==> src/rtl/vga_timing_pkg.sv <==
// Purpose : shared constants and helpers for the VGA timing generator.
// Latency : n/a (package only).
// Backpr. : n/a (package only).
// Holds the 640x480@60 default mode, the line/frame total derivation and
// the minimum counter width needed to hold the default totals.
package vga_timing_pkg;

  // 640x480@60 (25.175 MHz nominal pixel clock) default mode.
  localparam int DEF_H_ACTIVE = 640;
  localparam int DEF_H_FP     = 16;
  localparam int DEF_H_SYNC   = 96;
  localparam int DEF_H_BP     = 48;
  localparam int DEF_V_ACTIVE = 480;
  localparam int DEF_V_FP     = 10;
  localparam int DEF_V_SYNC   = 2;
  localparam int DEF_V_BP     = 33;
  localparam int DEF_CLK_DIV  = 4;

  // Period of a line or frame: active + front porch + sync + back porch.
  function automatic int seg_total(input int active, input int fp,
                                   input int sync, input int bp);
    return active + fp + sync + bp;
  endfunction

  localparam int DEF_H_TOTAL = seg_total(DEF_H_ACTIVE, DEF_H_FP, DEF_H_SYNC, DEF_H_BP);
  localparam int DEF_V_TOTAL = seg_total(DEF_V_ACTIVE, DEF_V_FP, DEF_V_SYNC, DEF_V_BP);

  // Smallest counter width that holds both default maxima (800-1, 525-1).
  localparam int DEF_CW = $clog2((DEF_H_TOTAL > DEF_V_TOTAL) ? DEF_H_TOTAL : DEF_V_TOTAL);

  // True when a cw-bit counter can reach h_total-1 and v_total-1.
  function automatic bit cw_fits(input int cw, input int h_total, input int v_total);
    return ((h_total - 1) < (1 << cw)) && ((v_total - 1) < (1 << cw));
  endfunction

endpackage

==> src/rtl/pix_clk_en.sv <==
// Purpose : divides the system clock into a one-cycle pixel enable.
// Latency : first pix_en in cycle CLK_DIV after reset release, then every CLK_DIV cycles.
// Backpr. : none; free-running.
// Ports   : clk, rst_n (async active-low) in; pix_en out (high when div_cnt==CLK_DIV-1).
module pix_clk_en #(
  parameter int CLK_DIV = 4
) (
  input  logic clk,
  input  logic rst_n,
  output logic pix_en
);

  // CLK_DIV==1 still needs a 1-bit counter; it just never leaves 0.
  localparam int DW = (CLK_DIV > 1) ? $clog2(CLK_DIV) : 1;
  localparam logic [DW-1:0] DIV_LAST = DW'(CLK_DIV - 1);

  logic [DW-1:0] div_cnt_q;
  logic [DW-1:0] div_cnt_d;

  always_comb begin
    div_cnt_d = div_cnt_q + DW'(1);
    if (div_cnt_q == DIV_LAST) begin
      div_cnt_d = '0;
    end
  end

  always_ff @(posedge clk or negedge rst_n) begin
    if (!rst_n) begin
      div_cnt_q <= '0;
    end else begin
      div_cnt_q <= div_cnt_d;
    end
  end

  assign pix_en = (div_cnt_q == DIV_LAST);

endmodule

==> src/rtl/vga_timing_gen.sv <==
// Purpose : parametrised VGA timing generator (sync, blanking, coordinates, strobes).
// Latency : sync/video_on/xpos/ypos registered from next-state counters, so zero skew to h/v counts.
// Backpr. : none; free-running from reset.
// Ports   : clk, rst_n in; pix_en, hsync, vsync, video_on, xpos, ypos, line_start,
//           frame_start out; frame_count out only when VGA_FRAME_COUNT_EN is defined.
module vga_timing_gen
  import vga_timing_pkg::*;
#(
  parameter int CW       = DEF_CW,
  parameter int H_ACTIVE = DEF_H_ACTIVE,
  parameter int H_FP     = DEF_H_FP,
  parameter int H_SYNC   = DEF_H_SYNC,
  parameter int H_BP     = DEF_H_BP,
  parameter int V_ACTIVE = DEF_V_ACTIVE,
  parameter int V_FP     = DEF_V_FP,
  parameter int V_SYNC   = DEF_V_SYNC,
  parameter int V_BP     = DEF_V_BP,
  parameter bit HS_POL   = 1'b0,
  parameter bit VS_POL   = 1'b0,
  parameter int CLK_DIV  = DEF_CLK_DIV
) (
  input  logic          clk,
  input  logic          rst_n,
  output logic          pix_en,
  output logic          hsync,
  output logic          vsync,
  output logic          video_on,
  output logic [CW-1:0] xpos,
  output logic [CW-1:0] ypos,
  output logic          line_start,
  output logic          frame_start
`ifdef VGA_FRAME_COUNT_EN
  ,
  output logic [15:0]   frame_count
`endif
);

  localparam int H_TOTAL = seg_total(H_ACTIVE, H_FP, H_SYNC, H_BP);
  localparam int V_TOTAL = seg_total(V_ACTIVE, V_FP, V_SYNC, V_BP);
  localparam bit CW_FITS = cw_fits(CW, H_TOTAL, V_TOTAL);

  localparam logic [CW-1:0] H_LAST  = CW'(H_TOTAL - 1);
  localparam logic [CW-1:0] V_LAST  = CW'(V_TOTAL - 1);
  localparam logic [CW-1:0] H_ACT_C = CW'(H_ACTIVE);
  localparam logic [CW-1:0] V_ACT_C = CW'(V_ACTIVE);
  localparam logic [CW-1:0] HS_BEG  = CW'(H_ACTIVE + H_FP);
  localparam logic [CW-1:0] HS_END  = CW'(H_ACTIVE + H_FP + H_SYNC);
  localparam logic [CW-1:0] VS_BEG  = CW'(V_ACTIVE + V_FP);
  localparam logic [CW-1:0] VS_END  = CW'(V_ACTIVE + V_FP + V_SYNC);

  logic [CW-1:0] h_cnt_q, h_cnt_d;
  logic [CW-1:0] v_cnt_q, v_cnt_d;
  logic          hsync_q, hsync_d;
  logic          vsync_q, vsync_d;
  logic          video_on_q, video_on_d;
  logic [CW-1:0] xpos_q, xpos_d;
  logic [CW-1:0] ypos_q, ypos_d;

  pix_clk_en #(
    .CLK_DIV (CLK_DIV)
  ) u_pix_clk_en (
    .clk    (clk),
    .rst_n  (rst_n),
    .pix_en (pix_en)
  );

  // An undersized CW would alias the totals and never wrap correctly.
  always_ff @(posedge clk) begin
    assert (CW_FITS);
  end

  // Outputs are decoded from the next-state counts so that, once registered,
  // they line up exactly with h_cnt_q/v_cnt_q without a pipeline offset.
  always_comb begin
    h_cnt_d = h_cnt_q;
    v_cnt_d = v_cnt_q;
    if (pix_en) begin
      if (h_cnt_q == H_LAST) begin
        h_cnt_d = '0;
        v_cnt_d = (v_cnt_q == V_LAST) ? '0 : v_cnt_q + CW'(1);
      end else begin
        h_cnt_d = h_cnt_q + CW'(1);
      end
    end
    hsync_d    = ((h_cnt_d >= HS_BEG) && (h_cnt_d < HS_END)) ? HS_POL : ~HS_POL;
    vsync_d    = ((v_cnt_d >= VS_BEG) && (v_cnt_d < VS_END)) ? VS_POL : ~VS_POL;
    video_on_d = (h_cnt_d < H_ACT_C) && (v_cnt_d < V_ACT_C);
    xpos_d     = video_on_d ? h_cnt_d : '0;
    ypos_d     = video_on_d ? v_cnt_d : '0;
  end

  always_ff @(posedge clk or negedge rst_n) begin
    if (!rst_n) begin
      h_cnt_q    <= '0;
      v_cnt_q    <= '0;
      hsync_q    <= ~HS_POL;
      vsync_q    <= ~VS_POL;
      video_on_q <= 1'b1;
      xpos_q     <= '0;
      ypos_q     <= '0;
    end else begin
      h_cnt_q    <= h_cnt_d;
      v_cnt_q    <= v_cnt_d;
      hsync_q    <= hsync_d;
      vsync_q    <= vsync_d;
      video_on_q <= video_on_d;
      xpos_q     <= xpos_d;
      ypos_q     <= ypos_d;
    end
  end

  assign hsync       = hsync_q;
  assign vsync       = vsync_q;
  assign video_on    = video_on_q;
  assign xpos        = xpos_q;
  assign ypos        = ypos_q;
  assign line_start  = pix_en && (h_cnt_q == '0);
  assign frame_start = line_start && (v_cnt_q == '0);

`ifdef VGA_FRAME_COUNT_EN
  logic [15:0] frame_count_q, frame_count_d;

  // Counts on the edge that ends the frame_start cycle; wraps naturally.
  always_comb begin
    frame_count_d = frame_count_q;
    if (frame_start) begin
      frame_count_d = frame_count_q + 16'd1;
    end
  end

  always_ff @(posedge clk or negedge rst_n) begin
    if (!rst_n) begin
      frame_count_q <= '0;
    end else begin
      frame_count_q <= frame_count_d;
    end
  end

  assign frame_count = frame_count_q;
`else
  // No frame counter in this build.
`endif

endmodule

==> config.mk <==
export PLATFORM = sky130hd
export DESIGN_NAME = vga_timing_gen
export DESIGN_NICKNAME = d
export VERILOG_FILES = /design/src/rtl/vga_timing_pkg.sv /design/src/rtl/pix_clk_en.sv /design/src/rtl/vga_timing_gen.sv
export SDC_FILE = /design/constraint.sdc
export NUM_CORES = 1
export LEC_CHECK = 0
export CAP_MARGIN = 20
export CORE_ASPECT_RATIO = 1.4
export CORE_MARGIN = 2
export CORE_UTILIZATION = 35
export CTS_CLUSTER_SIZE = 8
export DETAILED_ROUTE_END_ITERATION = 8
export PLACE_DENSITY = 0.53
export SLEW_MARGIN = 20
export SYNTH_ARGS = -nofsm -noshare
export SYNTH_HDL_FRONTEND = slang
export SYNTH_SLANG_ARGS = --single-unit
==> constraint.sdc <==
create_clock -name clk -period 2.41 [get_ports clk]
set_input_delay 0.3615 -clock clk [delete_from_list [all_inputs] [get_ports clk]]
set_output_delay 0.3615 -clock clk [all_outputs]
set_load 0.02 [all_outputs]
==> flow_metrics.py <==
metrics = {
    "grt": {
        "grt_pass1_vias": 1581,
        "grt_max_degree": 46,
        "grt_use_total_pct": 14.7,
        "grt_pass1_wl_mm": 7.43,
        "gr-total-overflow": 0,
        "antenna_found_initial": 0,
    },
    "cts": {
        "clkLatencyLatePin_ns": 0.30,
        "cts_root_buffer": "clkbuf_8",
        "cts.clk_slew.worst_paths_ns": 0.08,
        "clock_sinks": 45,
        "cts_tree": "yes",
        "cts_buffers": 5,
        "clock_path_buffers": 2,
        "htree_levels": 2,
    },
    "placement": {
        "io_buffers": 27,
        "dpl.hpwl_mm": 3.27,
        "routabilityCongestion": 0.827,
    },
    "synth": {
        "synthAdderAreaFrac_pct": 3.01,
        "synth-xor-area-share_pct": 3.79,
        "synth_seq_cells": 45,
        "netlist_area_um2": 2080,
        "syn_nets": 204,
        "yosys_warnings": 0,
        "synth_top_family_by_area": "simple AND/OR/NAND/NOR gates",
        "synth_edf_count": 0,
        "avgSynthCellArea_um2": 10.6,
        "synth_flop_cell": "dfrtp_1",
        "async_flop_share_pct": 100,
        "synth_simple_gate_area_share_pct": 25.1,
        "synth_compound_area_share_pct": 8.84,
        "synth_cells": 197,
        "synth_mux_area_share_pct": 0.481,
        "synthDistinctLibCells": 41,
        "yosysSeqAreaShare_pct": 54.3,
    },
    "floorplanning": {
        "initial_utilization_pct": 35.7,
        "die_area_um2": 6590,
        "fp.dieH_um": 95.2,
        "core_um2": 5820,
        "dieWidth_um": 69.2,
        "rows": 33,
        "io-pin-count": 28,
    },
    "power_and_ir_drop": {
        "vdd_drop_max_v": 0.000212,
        "p_per_area_nw_per_um2": 476,
        "power_mw": 1.25,
        "p_leak_nw": 1.30,
    },
    "sta": {
        "rsz0062_at_grt": "false",
        "post-route-period-util_pct": 93.1,
        "clock_skew_ns": 0.00943,
        "hold_viol_final": 0,
        "whs_ns": 0.131,
        "fmax_ghz": 0.446,
        "setup_tns_ns": 0,
        "slew_headroom_pct": 63.2,
        "slew_viol_final": 0,
        "min_period_ns": 2.24,
        "setup_viol": 0,
        "tightest_slew_ns": 0.553,
    },
    "critical_path": {
        "crit_chain": "ha_2, nor4b_4, nand3_2, nor4_2, xnor2_1, o311ai_4, buf_12, nor2b_1",
        "critical_path_class": "register to register",
        "worstSetupEndpointType": "register",
        "worstPathRequired_ns": 2.59,
        "cp_slowest_cell": "dfrtp_1",
        "critPathMaxFanout": 16,
        "crit_arrival_ns": 2.43,
        "cp_slowest_stage_delay_ns": 0.36,
        "start_kind": "register",
    },
    "cells_and_area": {
        "drive_gt1_share_pct": 17.6,
        "nets": 245,
        "diodes": 0,
        "synthToLayoutAreaGrowth_pct": 25.8,
    },
    "route": {
        "num_vias": 1539,
        "dr.pass1.iters": 4,
        "wirelength_mm": 4.31,
        "drc_errors": 0,
        "ant_nets": 0,
        "vias_per_cell": 4.98,
        "drt_iter0_markers": 84,
        "wl_per_cell_um": 13.9,
    },
    "status": {
        "status": "finished clean",
    },
    "min_path": {
        "worstHoldPathType": "input port to async pin",
    },
    "job": {
        "drv_cap": 0,
    },
}
## final timing paths
kind                                                start                        end  slack (ns)  cells after the start
worst max-delay path            u_pix_clk_en.div_cnt_q[0]                    xpos[2]        0.17                      8
worst min-delay path                                rst_n                 v_cnt_q[0]        0.13                      2
worst max register to register  u_pix_clk_en.div_cnt_q[0]                    xpos[2]        0.17                      8
worst min register to register  u_pix_clk_en.div_cnt_q[0]  u_pix_clk_en.div_cnt_q[0]        0.44                      1
max in group asynchronous                           rst_n                      hsync        1.89                      2
min in group clk                u_pix_clk_en.div_cnt_q[0]  u_pix_clk_en.div_cnt_q[0]        0.44                      1
## stage by stage
stage,instances,util (%),setup WS (ns),cell area [µm²]
after floorplan,197,-,0.00788,2090
after CTS,309,44.7,0.0252,2600
final,309,45.0,0.166,2620
after global routing,309,45.0,0.0110,2620
after detailed placement,301,43.2,0.00946,2510
after global placement,301,43.2,0.0649,2510
## state kept, by name, summed over array words and instances (netlist names)
register / cells
hsync: 1
vsync: 1
xpos: 10
video_on: 1
v_cnt_q: 10
h_cnt_q: 10
ypos: 10
u_pix_clk_en.div_cnt_q: 2
## cell type report
cell class / instances / area [µm²]
clock buffers: 8 / 90.1
fillers: 571 / 3200
inverters: 17 / 63.8
multi-input cells: 131 / 885
flip-flops and latches: 45 / 1130
well taps: 70 / 87.6
repair buffers: 38 / 362
## Yosys cell counts (5+ instances only)
cell | n | area, µm²
xor2_1 | 6 | 52.6
and3_1 | 11 | 68.8
nor2b_1 | 7 | 43.8
nor3_1 | 5 | 25.0
nand2_1 | 16 | 60.1
nor4_1 | 5 | 31.3
nand3_1 | 8 | 40.0
ha_1 | 5 | 62.6
inv_1 | 16 | 60.1
o21ai_0 | 8 | 40.0
nor2_2 | 7 | 43.8
nand4_1 | 6 | 37.5
dfrtp_1 | 42 | 1050
nor2_1 | 13 | 48.8
## routing by layer
| layer | up-vias | part of all wire, % | GRT usage [%] |
|---|---|---|---|
| met5 | - | 0 | 0 |
| met4 | 0 | 1.9 | 6.37 |
| met3 | 6 | 1.7 | 2.96 |
| met2 | 16 | 56 | 28.5 |
| met1 | 755 | 40 | 15.1 |
| li1 | 762 | - | - |
## kinds of logic after synthesis
| logic type | Yosys count |
|---|---|
| flops | 45 |
| mux | 1 |
| compound gates | 24 |
| buf+inv | 21 |
| other cells | 1 |
| simple gates | 91 |
| fa+ha+maj | 5 |
| xor+xnor | 9 |
## layout by cell type, fill, tap and decap left out, types with 2 or more instances in the layout
cell type and instances:
nand3_1 7, clkbuf_1 2, nor2b_1 7, xnor2_1 3, nor4_2 2, and4_1 2
clkbuf_8 6, nor4_1 4, or2_2 2, nand2_1 16, o21ai_0 8, nor3b_1 2
a21oi_1 3, nor2_2 7, and2_1 2, buf_4 10, xor2_1 6, nor3_1 5
ha_1 4, dfstp_2 3, nor2_1 13, clkdlybuf4s50_1 24, and3_1 11, o31a_1 3
nand4_1 6, a21oi_2 2, dfrtp_1 42, inv_1 16
## power breakdown
part           internal (mW)  switching, mW
Combinational        0.00306         0.0155
Clock                  0.234          0.237
Sequential             0.756       0.000182
Total                  0.992          0.253
## timing repair
action / 4_1_cts / 5_1_grt
gates resized for setup: 1 / 3
endpoints found under the setup margin: 1 / 19
hold buffers: 0 / 0
setup buffers: 0 / 0
## worst max-delay path, delay by kind of cell, from the launching register on
kind	cells	cell delay [ns]
AND/OR/NAND/NOR	4	0.80
flip-flops	1	0.36
AO/OA/AOI/OAI	1	0.36
XOR/XNOR	1	0.23
adder cells (fa/ha/maj)	1	0.18
buffers and inverters	1	0.20
Note: power is estimated with default switching activity, not from simulation.
